### config.mk
export PLATFORM = sky130hd
export DESIGN_NAME = sbqm_multi_teller_flat
export DESIGN_NICKNAME = d
export VERILOG_FILES = /design/src/rtl/sbqm_multi_teller_if.sv /design/src/rtl/sbqm_multi_teller.sv /design/src/flat_wrapper.sv
export SDC_FILE = /design/constraint.sdc
export NUM_CORES = 1
export LEC_CHECK = 0
export ABC_AREA = 1
export CAP_MARGIN = 20
export CORE_MARGIN = 5
export CORE_UTILIZATION = 55
export DETAILED_ROUTE_END_ITERATION = 10
export DONT_BUFFER_PORTS = 1
export PLACE_DENSITY = 0.8
export SYNTH_ARGS = -nofsm -noshare
export SYNTH_HDL_FRONTEND = slang
export SYNTH_SLANG_ARGS = --single-unit
### constraint.sdc
create_clock -name clock -period 4.45 [get_ports clock]
set_input_delay 0.89 -clock clock [delete_from_list [all_inputs] [get_ports clock]]
set_output_delay 0.89 -clock clock [all_outputs]
set_load 0.02 [all_outputs]
### src/rtl/sbqm_multi_teller_if.sv
// Photocell/status bundle for the bank-queue manager.
// Optional reject counters appear when SBQM_REJECT_CNT_EN is defined.
interface sbqm_multi_teller_if #(
  parameter int unsigned CNT_W    = 3,
  parameter int unsigned TELLER_W = 2,
  parameter int unsigned WT_W     = 8
);
  logic                entering_cell;
  logic                leaving_cell;
  logic [TELLER_W-1:0] t_count;
  logic [CNT_W-1:0]    p_count;
  logic                full_flag;
  logic                empty_flag;
  logic                enter_reject;
  logic                leave_reject;
  logic [WT_W-1:0]     waiting_time;
  logic                wt_valid;
`ifdef SBQM_REJECT_CNT_EN
  logic [7:0]          rej_enter_cnt;
  logic [7:0]          rej_leave_cnt;

  modport master (output entering_cell, leaving_cell, t_count,
                  input  p_count, full_flag, empty_flag, enter_reject, leave_reject,
                         waiting_time, wt_valid, rej_enter_cnt, rej_leave_cnt);
  modport slave  (input  entering_cell, leaving_cell, t_count,
                  output p_count, full_flag, empty_flag, enter_reject, leave_reject,
                         waiting_time, wt_valid, rej_enter_cnt, rej_leave_cnt);
`else
  modport master (output entering_cell, leaving_cell, t_count,
                  input  p_count, full_flag, empty_flag, enter_reject, leave_reject,
                         waiting_time, wt_valid);
  modport slave  (input  entering_cell, leaving_cell, t_count,
                  output p_count, full_flag, empty_flag, enter_reject, leave_reject,
                         waiting_time, wt_valid);
`endif
endinterface

### src/rtl/sbqm_multi_teller.sv
// Bank queue manager: photocell edge counting plus expected wait via a restoring divider.
// Optional saturating reject counters are built when SBQM_REJECT_CNT_EN is defined.
module sbqm_multi_teller #(
  parameter int unsigned CNT_W     = 3,
  parameter int unsigned MAX_COUNT = 7,
  parameter int unsigned TELLER_W  = 2,
  parameter int unsigned SERVICE_T = 3,
  parameter int unsigned WT_W      = 8
) (
  input logic              clock,
  input logic              reset,
  sbqm_multi_teller_if.slave bus
);

  localparam int unsigned STEP_W  = $clog2(WT_W + 1);
  localparam int unsigned TRIAL_W = WT_W + 1;

  localparam logic [1:0] IDLE = 2'd0;
  localparam logic [1:0] ZERO = 2'd1;
  localparam logic [1:0] CALC = 2'd2;

  logic [2:0]          sync_in, sync_out;
  logic                ev_in_c, ev_out_c;
  logic [CNT_W-1:0]    p_count, p_next_c;
  logic                full_flag, empty_flag, enter_reject, leave_reject;
  logic                enter_rej_c, leave_rej_c;

  logic [1:0]          state, state_nx;
  logic [CNT_W-1:0]    snap_p, snap_p_nx;
  logic [TELLER_W-1:0] snap_t, snap_t_nx;
  logic [WT_W-1:0]     quo, quo_nx, rem, rem_nx;
  logic [STEP_W-1:0]   step, step_nx;
  logic [WT_W-1:0]     waiting_time, wt_nx;
  logic                wt_valid, wt_valid_nx;
  logic [TELLER_W-1:0] t_eff_c;
  logic [WT_W-1:0]     num_c, diff_c;
  logic [TRIAL_W-1:0]  trial_c;
  logic                q_bit_c, op_change_c;

  // Three-stage synchronisers, preset high so reset never looks like a blocked beam
  always_ff @(posedge clock) begin
    if (reset) begin
      sync_in  <= '1;
      sync_out <= '1;
    end else begin
      sync_in  <= {sync_in[1:0], bus.entering_cell};
      sync_out <= {sync_out[1:0], bus.leaving_cell};
    end
  end

  assign ev_in_c  = sync_in[2] & ~sync_in[1];
  assign ev_out_c = sync_out[2] & ~sync_out[1];

  // Simultaneous entry and exit cancel out, even at the capacity limits
  always_comb begin
    p_next_c    = p_count;
    enter_rej_c = 1'b0;
    leave_rej_c = 1'b0;
    if (ev_in_c && !ev_out_c) begin
      if (p_count == CNT_W'(MAX_COUNT)) enter_rej_c = 1'b1;
      else                              p_next_c    = p_count + CNT_W'(1);
    end else if (ev_out_c && !ev_in_c) begin
      if (p_count == '0) leave_rej_c = 1'b1;
      else               p_next_c    = p_count - CNT_W'(1);
    end
  end

  always_ff @(posedge clock) begin
    if (reset) begin
      p_count      <= '0;
      full_flag    <= 1'b0;
      empty_flag   <= 1'b1;
      enter_reject <= 1'b0;
      leave_reject <= 1'b0;
    end else begin
      p_count      <= p_next_c;
      full_flag    <= (p_next_c == CNT_W'(MAX_COUNT));
      empty_flag   <= (p_next_c == '0);
      enter_reject <= enter_rej_c;
      leave_reject <= leave_rej_c;
    end
  end

`ifdef SBQM_REJECT_CNT_EN
  logic [7:0] rej_enter_cnt, rej_leave_cnt;

  always_ff @(posedge clock) begin
    if (reset) begin
      rej_enter_cnt <= '0;
      rej_leave_cnt <= '0;
    end else begin
      if (enter_rej_c && rej_enter_cnt != 8'hFF) rej_enter_cnt <= rej_enter_cnt + 8'd1;
      if (leave_rej_c && rej_leave_cnt != 8'hFF) rej_leave_cnt <= rej_leave_cnt + 8'd1;
    end
  end

  assign bus.rej_enter_cnt = rej_enter_cnt;
  assign bus.rej_leave_cnt = rej_leave_cnt;
`endif

  assign t_eff_c     = (bus.t_count == '0) ? TELLER_W'(1) : bus.t_count;
  assign op_change_c = {p_count, t_eff_c} != {snap_p, snap_t};
  assign num_c       = WT_W'(SERVICE_T) * (WT_W'(p_count) + WT_W'(t_eff_c) - WT_W'(1));

  // One restoring step: shift the next numerator bit into the partial remainder
  assign trial_c = {rem, quo[WT_W-1]};
  assign q_bit_c = trial_c >= TRIAL_W'(snap_t);
  assign diff_c  = WT_W'(trial_c - TRIAL_W'(snap_t));

  always_ff @(posedge clock) begin
    if (reset) begin
      state        <= IDLE;
      snap_p       <= '0;
      snap_t       <= TELLER_W'(1);
      quo          <= '0;
      rem          <= '0;
      step         <= '0;
      waiting_time <= '0;
      wt_valid     <= 1'b1;
    end else begin
      state        <= state_nx;
      snap_p       <= snap_p_nx;
      snap_t       <= snap_t_nx;
      quo          <= quo_nx;
      rem          <= rem_nx;
      step         <= step_nx;
      waiting_time <= wt_nx;
      wt_valid     <= wt_valid_nx;
    end
  end

  // Any operand change, in any state, restarts from a fresh snapshot
  always_comb begin
    state_nx    = state;
    snap_p_nx   = snap_p;
    snap_t_nx   = snap_t;
    quo_nx      = quo;
    rem_nx      = rem;
    step_nx     = step;
    wt_nx       = waiting_time;
    wt_valid_nx = wt_valid;
    if (op_change_c) begin
      snap_p_nx   = p_count;
      snap_t_nx   = t_eff_c;
      quo_nx      = num_c;
      rem_nx      = '0;
      step_nx     = '0;
      wt_valid_nx = 1'b0;
      state_nx    = (p_count == '0) ? ZERO : CALC;
    end else begin
      case (state)
        ZERO: begin
          wt_nx       = '0;
          wt_valid_nx = 1'b1;
          state_nx    = IDLE;
        end
        CALC: begin
          rem_nx  = q_bit_c ? diff_c : trial_c[WT_W-1:0];
          quo_nx  = {quo[WT_W-2:0], q_bit_c};
          step_nx = step + STEP_W'(1);
          if (step == STEP_W'(WT_W - 1)) begin
            wt_nx       = {quo[WT_W-2:0], q_bit_c};
            wt_valid_nx = 1'b1;
            state_nx    = IDLE;
          end
        end
        IDLE:    ;
        default: state_nx = IDLE;
      endcase
    end
  end

  assign bus.p_count      = p_count;
  assign bus.full_flag    = full_flag;
  assign bus.empty_flag   = empty_flag;
  assign bus.enter_reject = enter_reject;
  assign bus.leave_reject = leave_reject;
  assign bus.waiting_time = waiting_time;
  assign bus.wt_valid     = wt_valid;

endmodule

### src/flat_wrapper.sv
// flat-port wrapper written by rule: the top's interface ports become plain ports
module sbqm_multi_teller_flat 
#(
  parameter int unsigned CNT_W     = 3,
  parameter int unsigned MAX_COUNT = 7,
  parameter int unsigned TELLER_W  = 2,
  parameter int unsigned SERVICE_T = 3,
  parameter int unsigned WT_W      = 8
)
  (clock, reset, bus_entering_cell, bus_leaving_cell, bus_t_count, bus_p_count, bus_full_flag, bus_empty_flag, bus_enter_reject, bus_leave_reject, bus_waiting_time, bus_wt_valid);
  sbqm_multi_teller_if #(.CNT_W(CNT_W), .TELLER_W(TELLER_W), .WT_W(WT_W)) bus_i ();
  input logic clock;
  input logic reset;
  input wire logic [$bits(bus_i.entering_cell)-1:0] bus_entering_cell;
  input wire logic [$bits(bus_i.leaving_cell)-1:0] bus_leaving_cell;
  input wire logic [$bits(bus_i.t_count)-1:0] bus_t_count;
  output wire logic [$bits(bus_i.p_count)-1:0] bus_p_count;
  output wire logic [$bits(bus_i.full_flag)-1:0] bus_full_flag;
  output wire logic [$bits(bus_i.empty_flag)-1:0] bus_empty_flag;
  output wire logic [$bits(bus_i.enter_reject)-1:0] bus_enter_reject;
  output wire logic [$bits(bus_i.leave_reject)-1:0] bus_leave_reject;
  output wire logic [$bits(bus_i.waiting_time)-1:0] bus_waiting_time;
  output wire logic [$bits(bus_i.wt_valid)-1:0] bus_wt_valid;
  assign bus_i.entering_cell = bus_entering_cell;
  assign bus_i.leaving_cell = bus_leaving_cell;
  assign bus_i.t_count = bus_t_count;
  assign bus_p_count = bus_i.p_count;
  assign bus_full_flag = bus_i.full_flag;
  assign bus_empty_flag = bus_i.empty_flag;
  assign bus_enter_reject = bus_i.enter_reject;
  assign bus_leave_reject = bus_i.leave_reject;
  assign bus_waiting_time = bus_i.waiting_time;
  assign bus_wt_valid = bus_i.wt_valid;
  sbqm_multi_teller #(.CNT_W(CNT_W), .MAX_COUNT(MAX_COUNT), .TELLER_W(TELLER_W), .SERVICE_T(SERVICE_T), .WT_W(WT_W)) u_core (.clock(clock), .reset(reset), .bus(bus_i));
endmodule
## Word level (Yosys, flattened, before mapping)

Cells that the tools add are included.

- Register bits: 49
- Output and inout bits: 16

- Add/subtract/negate cells: 6
- Bitwise operators: 7
- Eq/ne operators: 9
- Multiplexer cells: 19
- Reduce and logical (&&, ||, !) cells: 17
- Order comparisons: 1
- Multipliers: 1

Operators with widths:

| cell | number |
|---|---|
| 8-bit 2-to-1 mux | 4 |
| 8-bit case mux with 2 select lines | 1 |
| 3-bit 2-to-1 mux | 4 |
| 9-bit by 2-bit greater-or-equal comparator with 1-bit output | 1 |
| 2-bit by 8-bit multiplier with 8-bit output (first input constant) | 1 |
| 2-bit 2-to-1 mux | 4 |
| 8-bit by 1-bit subtractor with 8-bit output (second input constant) | 1 |
| 8-bit by 2-bit subtractor with 8-bit output | 1 |
| 3-bit equality test (second input constant) | 2 |
| 3-bit zero test | 2 |
| 5-bit inequality test | 1 |
| 1-bit inverter | 5 |
| 3-bit by 2-bit adder with 4-bit output | 1 |
| 4-bit by 1-bit adder with 4-bit output (second input constant) | 1 |
| 4-bit by 3-bit equality test with 1-bit output (second input constant) | 1 |
| 2-bit zero test | 2 |
| 1-bit 2-to-1 mux | 4 |
| 2-bit by 1-bit inequality test with 1-bit output (second input constant) | 2 |
| 2-bit case mux with 2 select lines | 1 |
| 2-bit AND reduction | 2 |
| 2-bit nonzero test | 2 |
| 2-bit OR reduction | 2 |
| 3-bit by 1-bit adder with 3-bit output (second input constant) | 1 |
| 3-bit by 1-bit inequality test with 1-bit output (second input constant) | 1 |
| other kinds (10) | 13 |

## Logic depth before layout (Yosys ltp)

Gate-level depths: netlist of run 1.

- Depth in word-level cells: 7
- Depth in mapped cells: 21
- Mapped depth without buffers: 21

## Worst setup path before layout of run 1

Ideal clock, no wire load.

- Kind: input to register
- From: input port bus_t_count[0]
- To: register u_core.quo[4]
- Stages: 15
- Data required time: 4.381 ns
- Slack: 1.064 ns
- Arrival time: 3.317 ns
- Setup time: 0.069 ns
- Cell sequence: inv_1 nand2_1 ha_1 inv_1 fa_1 ha_1 or2_2 nand2_1 ha_1 a21oi_1 nand2_1 xnor2_1 o21ai_0 nand2_1 o21ai_1

- Longest elaborated chain between the ends: 6

RTL lines:

| item | RTL line | text |
|---|---|---|
| from (decl) | flat_wrapper.sv:16 | `input wire logic [$bits(bus_i.t_count)-1:0] bus_t_count;` |
| 2-bit zero test | sbqm_multi_teller.sv:101 | `assign t_eff_c = (bus.t_count == '0) ? TELLER_W'(1) : bus.t_count;` |
| 2-bit 2-to-1 mux * | sbqm_multi_teller.sv:101 |  |
| net u_core.t_eff_c[0] | sbqm_multi_teller.sv:35 | `logic [TELLER_W-1:0] t_eff_c;` |
| 3-bit by 2-bit adder with 4-bit output | sbqm_multi_teller.sv:103 | `assign num_c = WT_W'(SERVICE_T) * (WT_W'(p_count) + WT_W'(t_eff_c) - WT_W'(1));` |
| 8-bit by 1-bit subtractor with 8-bit output | sbqm_multi_teller.sv:103 |  |
| 2-bit by 8-bit multiplier with 8-bit output | sbqm_multi_teller.sv:103 |  |
| 8-bit 2-to-1 mux | sbqm_multi_teller.sv:142 | `if (op_change_c) begin` |
| to (signal assigned) | sbqm_multi_teller.sv:124 | `quo <= quo_nx;` |
| to (decl) | sbqm_multi_teller.sv:31 | `logic [WT_W-1:0] quo, quo_nx, rem, rem_nx;` |

Mark *: on every way through the listed nets, which the timed path passes. The rest lies on a longest branch.
A chain may end at the register's enable or synchronous reset.

## Worst setup path after layout of run 1

Ends and elaborated chain as after synthesis.

==> flow_metrics.tcl, run 1 <==
set metrics [dict create \
    finish.net_count 386 \
    finalCriticalPeriod_ps 3303 \
    regToRegEndpoint "u_core.quo[4]$_SDFFE_PP0P_" \
    die_width_um 78.96 \
    cts_sinks 49 \
    cp_max_fo 6 \
    synth-seq-cells 49 \
    worst_skew_pair.late_latency_ps 310 \
    cts_root_buf "sky130_fd_sc_hd__clkbuf_8" \
    post_drt_wl_per_cell_um 12.60 \
    drt-initial-drc-count 178 \
    highest_clock_rate_mhz 302.8 \
    leakagePower_nw 1.267 \
    number_of_cell_instances_on_the_worst_register_to_register_path 13 \
    worst_min_delay_path_class "reg2reg" \
    drc 0 \
    track_usage_pct 18.31 \
    hpwlAfterDp_um 3834 \
    wl_met1_um 2433 \
    worst_path_max_delay_cell "sky130_fd_sc_hd__fa_1" \
    drt_first_pass_iters 5 \
    buffer_depth_of_the_longest_clock_path 2 \
    worst_slew_pin_slew_ps 881.7 \
    antenna_found_initial 0 \
    path_class "in2reg" \
    cts_hold_buffers 0 \
    synthesis.yosys.warnings 0 \
    post_synth_num_cell_types 30 \
    synth_top_flop_cell "sky130_fd_sc_hd__dfxtp_1" \
    ir_worst_vdd_mv 0.2119 \
    setup-tns-final_ps 0 \
    cts_repair_resize_count 0 \
    yosysSeqAreaShare_pct 37.51 \
    die_height_um 78.96 \
    critical_path.startpoint "bus_t_count[0]" \
    crit_chain "inv_1 > nand2_1 > ha_1 > inv_1 > fa_1 > ha_1 > or2_2 > nand2_1 > ha_1 > a21oi_1 > nand2_1 > xnor2_1 > o21ai_0 > nand2_1 > o21ai_1" \
    mappedNetlistNets 389 \
    worstSetupEndpoint "u_core.quo[4]$_SDFFE_PP0P_" \
    final-max-slew-violation-count 0 \
    cts_buffer_count 5 \
    status "complete, no violations" \
    biggest_cell_delay_along_the_critical_path_ps 440 \
    synth_top_area_cell "sky130_fd_sc_hd__dfxtp_1" \
    detail-route-antenna-nets 0 \
    port-buffer-count 0 \
    worst_setup_slack_for_register_to_register_paths_ps 1250 \
    rsz0062_at_grt "no" \
    grt_overflow 0 \
    required_ps 4690 \
    power.density_cell_area_nw_per_um2 384.7 \
    route.met2.wl_um 2394 \
    maxCapViolCount 0 \
    cts_setup_buffers 0 \
    power_mw 1.044 \
    end_kind "flip-flop" \
    clk_pin_slew_ps 90 \
    synth_edf_count 0 \
    yosys.area.top_type_share_pct 37.51 \
    placement_rows 25 \
    layout-drive-gt1-share_pct 7.459 \
    io-pin-count 22 \
    timing.final.hold_violations 0 \
    wirelength_um 5241 \
    yosys-top-cells-count "sky130_fd_sc_hd__nand2_1 (94), sky130_fd_sc_hd__dfxtp_1 (49), sky130_fd_sc_hd__inv_1 (45)" \
    routed-wl-met3_um 305 \
    synth.most_common_cell "sky130_fd_sc_hd__nand2_1" \
    maximum_number_of_pins_on_one_net_before_global_route_repair 28 \
    wire_length_of_the_first_global_routing_pass_um 9135 \
    grt_pass1_vias 2097 \
    syn_avg_cell_area_um2 7.184 \
    routability_congestion_estimate_from_global_placement 0.8592 \
    synth_area_leaders "sky130_fd_sc_hd__dfxtp_1 (38%), sky130_fd_sc_hd__nand2_1 (13%), sky130_fd_sc_hd__ha_1 (7.7%)" \
    min_period_over_period_pct 74.23 \
    startpoint_type "input port" \
    max-slew-margin-rel_pct 41.22 \
    n_antenna_cell 0 \
    setup_violations 0 \
    timing.clock.skew_ps 7.541 \
    area_delta_synth_final_pct 3.780 \
    die_area_um2 6234 \
    starting_density_of_the_core_pct 56.11 \
    drt-vias-per-instance 5.269 \
    tritoncts "yes" \
    synth_async_sr_flop_share_pct 0 \
    path_common_cell "sky130_fd_sc_hd__nand2_1" \
    cts_max_level 2 \
    critPathArrivalTime_ps 3550 \
    regToRegStartpoint "u_core.bus.p_count[0]$_SDFF_PP0_" \
    routed-via-count 2192 \
    cell_area_after_technology_mapping_um2 2615 \
    maxUsedRoutingLayer "met4" \
    core_region_area_um2 4661 \
    post_synth_inst_count 364 \
]
[metrics by stage]
stage / instance area [um2] / hold slack, ps / util (%) / setup WS, ps / std cells
floorplan: 2615 / 389.5 / - / 1064 / 364
global placement: 2628 / 392.2 / 56.38 / 967.4 / 408
detailed placement: 2628 / 393.2 / 56.38 / 833.8 / 408
CTS: 2714 / 414.9 / 58.23 / 1159 / 416
global route: 2714 / 428.2 / 58.23 / 785.9 / 416
finish: 2714 / 413.6 / 58.23 / 1147 / 416
[cells in the final DEF (no fill, tap or decap), drive strengths merged]
master and instances:
xnor2 2, dfxtp 49, clkbuf 6, a211oi 2, nor3 5, or2 6, inv 51, nand4 6
nor4 1, nand2 94, a31oi 4, ha 16, and3 1, o211ai 1, fa 3, o21ai 27
nand3 23, clkinv 2, xor2 4, nor2 29, a21oi 30
[worst max-delay path, delay by kind of cell]
family          cells  cell delay, ps
simple gates        5             710
fa+ha+maj           4            1270
buf+inv             2             130
xor+xnor            1             130
compound gates      3             420
[final cells by class]
| class | count | area [um2] |
|---|---|---|
| inverters | 51 | 191.4 |
| multi-input cells | 254 | 1388 |
| well taps | 54 | 67.56 |
| fillers | 421 | 1947 |
| flip-flops and latches | 49 | 980.9 |
| clock buffers | 6 | 72.57 |
| clock inverters | 2 | 13.76 |
[state kept, by name, summed over array words and instances (netlist names), 2 cells and up]
name and cells:
u_core.step 4, u_core.snap_p 3, u_core.sync_out 3, u_core.snap_t 2, u_core.quo 8, u_core.bus.waiting_time 8
u_core.state 2, u_core.sync_in 3, u_core.rem 8, u_core.bus.p_count 3
[kinds of logic (layout without fill, tap and decap cells)]
family	after synthesis	count (layout)	synth area share (%)
adder cells (fa/ha/maj)	19	19	9.952
buffers and inverters	61	59	9.426
AND/OR/NAND/NOR	165	165	27.70
flip-flops	49	49	37.51
XOR/XNOR	6	6	2.297
AO/OA/AOI/OAI	64	64	13.11
[per-layer routing]
layer / vias up / global-route usage [%]
met3: 9 / 4.875
met1: 972 / 21.99
li1: 1165 / -
met5: - / 0
met4: 0 / 7.388
met2: 46 / 31.07
[report_power, final]
part / internal (mW) / switching [mW]
clock: 0.112 / 0.155
combinational: 0.0948 / 0.167
sequential: 0.475 / 0.0396
[how the worst min path moves through the flow]
stage	startpoint	endpoint	slack, ps	depth (start not counted)
floorplan	u_core.sync_in[0]$_SDFF_PP1_	u_core.sync_in[1]$_SDFF_PP1_	390	1
global placement	u_core.sync_out[0]$_SDFF_PP1_	u_core.sync_out[1]$_SDFF_PP1_	390	1
detailed placement	u_core.sync_in[0]$_SDFF_PP1_	u_core.sync_in[1]$_SDFF_PP1_	390	1
CTS	u_core.sync_in[0]$_SDFF_PP1_	u_core.sync_in[1]$_SDFF_PP1_	410	1
global route	u_core.sync_out[0]$_SDFF_PP1_	u_core.sync_out[1]$_SDFF_PP1_	430	1
finish	u_core.sync_in[0]$_SDFF_PP1_	u_core.sync_in[1]$_SDFF_PP1_	410	1
Power figures use the tool's default switching activity.
==> run 2: changes to the inputs <==
PLACE_DENSITY = 0.83   (was 0.8)
clock period = 2.79 ns   (was 4.45 ns; I/O delays follow)
==> flow_metrics.tcl, run 2 (synthesis gave the netlist of run 1 again) <==
set metrics [dict create \
    met2_usage_pct 31.32 \
    cp_max_fo 4 \
    startpoint_type "input port" \
    power.density_cell_area_nw_per_um2 623.7 \
    drt-initial-drc-count 139 \
    worstSetupEndpoint "u_core.quo[5]$_SDFFE_PP0P_" \
    worst_min_delay_path_class "in2reg" \
    grt_util_met3_pct 4.762 \
    leakagePower_nw 1.342 \
    core_region_area_um2 4661 \
    min_period_over_period_pct 92.40 \
    die_width_um 78.96 \
    finish.net_count 399 \
    globalRouteMet1Util_pct 23.47 \
    hpwlAfterDp_um 4112 \
    end_kind "flip-flop" \
    worst_slew_pin_slew_ps 479.7 \
    die_height_um 78.96 \
    crit_chain "inv_1 > nand2_2 > ha_4 > inv_1 > fa_2 > inv_2 > nor3_2 > ha_1 > inv_2 > ha_4 > nand2_1 > nand2_1 > a31oi_1 > xor2_1 > a21oi_1" \
    n_antenna_cell 0 \
    critPathArrivalTime_ps 2770 \
    starting_density_of_the_core_pct 56.11 \
    required_ps 2980 \
    mostFrequentLayoutCells "sky130_fd_sc_hd__nand2_1 (92), sky130_fd_sc_hd__dfxtp_1 (48), sky130_fd_sc_hd__inv_1 (43)" \
    wirelength_um 5388 \
    routability_congestion_estimate_from_global_placement 0.8723 \
    final-max-slew-violation-count 0 \
    io-pin-count 22 \
    status "complete, no violations" \
    post_drt_wl_per_cell_um 12.56 \
    cts_root_buf "sky130_fd_sc_hd__clkbuf_8" \
    buffer_depth_of_the_longest_clock_path 2 \
    port-buffer-count 0 \
    layout-drive-gt1-share_pct 14.67 \
    worst_path_max_delay_cell "sky130_fd_sc_hd__fa_2" \
    timing.final.hold_violations 0 \
    place_area_um2 2809 \
    critical_path.startpoint "bus_t_count[0]" \
    number_of_cell_instances_on_the_worst_register_to_register_path 13 \
    cts_buffer_count 5 \
    holdCritStartpoint "reset" \
    routing_layer_with_the_top_usage_in_global_route "met2" \
    drc 0 \
    crit_buf_inv 4 \
    worst_setup_slack_for_register_to_register_paths_ps 230 \
    timing.clock.skew_ps 8.778 \
    highest_clock_rate_mhz 387.9 \
    worst_skew_pair.late_latency_ps 300 \
    detail-route-antenna-nets 0 \
    cts_sinks 49 \
    rsz0062_at_grt "no" \
    regToRegStartpoint "u_core.bus.p_count[0]$_SDFF_PP0_" \
    layout_top_registers "u_core.bus.waiting_time: 8 flops, u_core.quo: 8 flops, u_core.rem: 8 flops" \
    antenna_found_initial 0 \
    die_area_um2 6234 \
    tritoncts "yes" \
    clk_pin_slew_ps 90 \
    drt_first_pass_iters 4 \
    finalCriticalPeriod_ps 2578 \
    setup_violations 0 \
    maxCapViolCount 0 \
    maximum_number_of_pins_on_one_net_before_global_route_repair 21 \
    path_class "in2reg" \
    cts_setup_buffers 0 \
    biggest_cell_delay_along_the_critical_path_ps 570 \
    track_usage_pct 18.81 \
    max-slew-margin-rel_pct 67.99 \
    wire_length_of_the_first_global_routing_pass_um 9404 \
    placement_rows 25 \
    critical_path_depth 15 \
    drt-vias-per-instance 5.345 \
    fillCellCount 406 \
    cts_max_level 2 \
    cpLargestDelayFamily "adder cells" \
    regToRegEndpoint "u_core.quo[5]$_SDFFE_PP0P_" \
    grt_pass1_vias 2141 \
    mostFrequentLayoutCell "sky130_fd_sc_hd__nand2_1" \
    final_cell_area_um2 2927 \
    area_delta_synth_final_pct 11.91 \
    post_route_worst_hold_slack_ps 314.8 \
    ir_worst_vdd_mv 0.4750 \
    grt_overflow 0 \
    routed-via-count 2293 \
]
[run 2: changes by cell type in the layout (fill, tap and decap cells not counted), moves of 2 or more]
cell / previous run / this run
sky130_fd_sc_hd__inv_1: 45 / 43
sky130_fd_sc_hd__buf_4: 0 / 13
sky130_fd_sc_hd__fa_2: 0 / 2
sky130_fd_sc_hd__fa_1: 3 / 1
sky130_fd_sc_hd__ha_4: 0 / 4
sky130_fd_sc_hd__nand2_1: 94 / 92
sky130_fd_sc_hd__ha_1: 16 / 12
sky130_fd_sc_hd__inv_2: 5 / 7
[run 2: worst min-delay path by stage]
stage	to	cells after the start
floorplan	u_core.sync_in[1]$_SDFF_PP1_	1
global placement	u_core.sync_out[1]$_SDFF_PP1_	1
detailed placement	u_core.sync_in[1]$_SDFF_PP1_	1
CTS	u_core.quo[7]$_SDFFE_PP0P_	1
global route	u_core.quo[2]$_SDFFE_PP0P_	1
finish	u_core.bus.waiting_time[6]$_SDFFE_PP0P_	1
[run 2: final cells by class]
cell class | instances | area, um2 | share of cell area, %
well taps | 54 | 67.56 | 2.309
repair buffers | 13 | 97.59 | 3.335
clock buffers | 7 | 86.33 | 2.950
flip-flops and latches | 49 | 982.2 | 33.56
inverters | 51 | 191.4 | 6.541
clock inverters | 1 | 30.03 | 1.026
multi-input cells | 254 | 1471 | 50.28
[run 2: metal layers]
layer  share of wire, %  wire, um  up-vias
met1                 46      2486     1047
met2                 47      2522       41
met3                5.1       273       11
met4                1.9       104        0
li1                   -         -     1194
met5                  0         0        -
[run 2: per-stage QoR]
| step | setup WS, ps | util, % | power, mW | setup TNS [ps] | instances |
|---|---|---|---|---|---|
| 6_report | 212.1 | 62.79 | 1.825 | 0 | 429 |
| 5_1_grt | 29.92 | 62.79 | 1.945 | 0 | 429 |
| 4_1_cts | 170.3 | 62.77 | 1.837 | 0 | 429 |
| 3_5_place_dp | -86.76 | 60.27 | 1.324 | -358.9 | 421 |
| 3_3_place_gp | -17.48 | 60.27 | 1.303 | -31.30 | 421 |
| 2_1_floorplan | 0.6379 | - | 1.210 | 0 | 364 |
[run 2: power breakdown]
part           leakage [nW]  switching [mW]  internal, mW
logic                 0.883           0.299         0.201
registers             0.401          0.0551         0.757
clock network        0.0585           0.221         0.292
total                  1.34           0.575          1.25
[run 2: timing repair]
item / 4_1_cts / 5_1_grt
gates resized for setup: 0 / 1
hold buffers: 0 / 0
endpoints found under the setup margin: 0 / 1
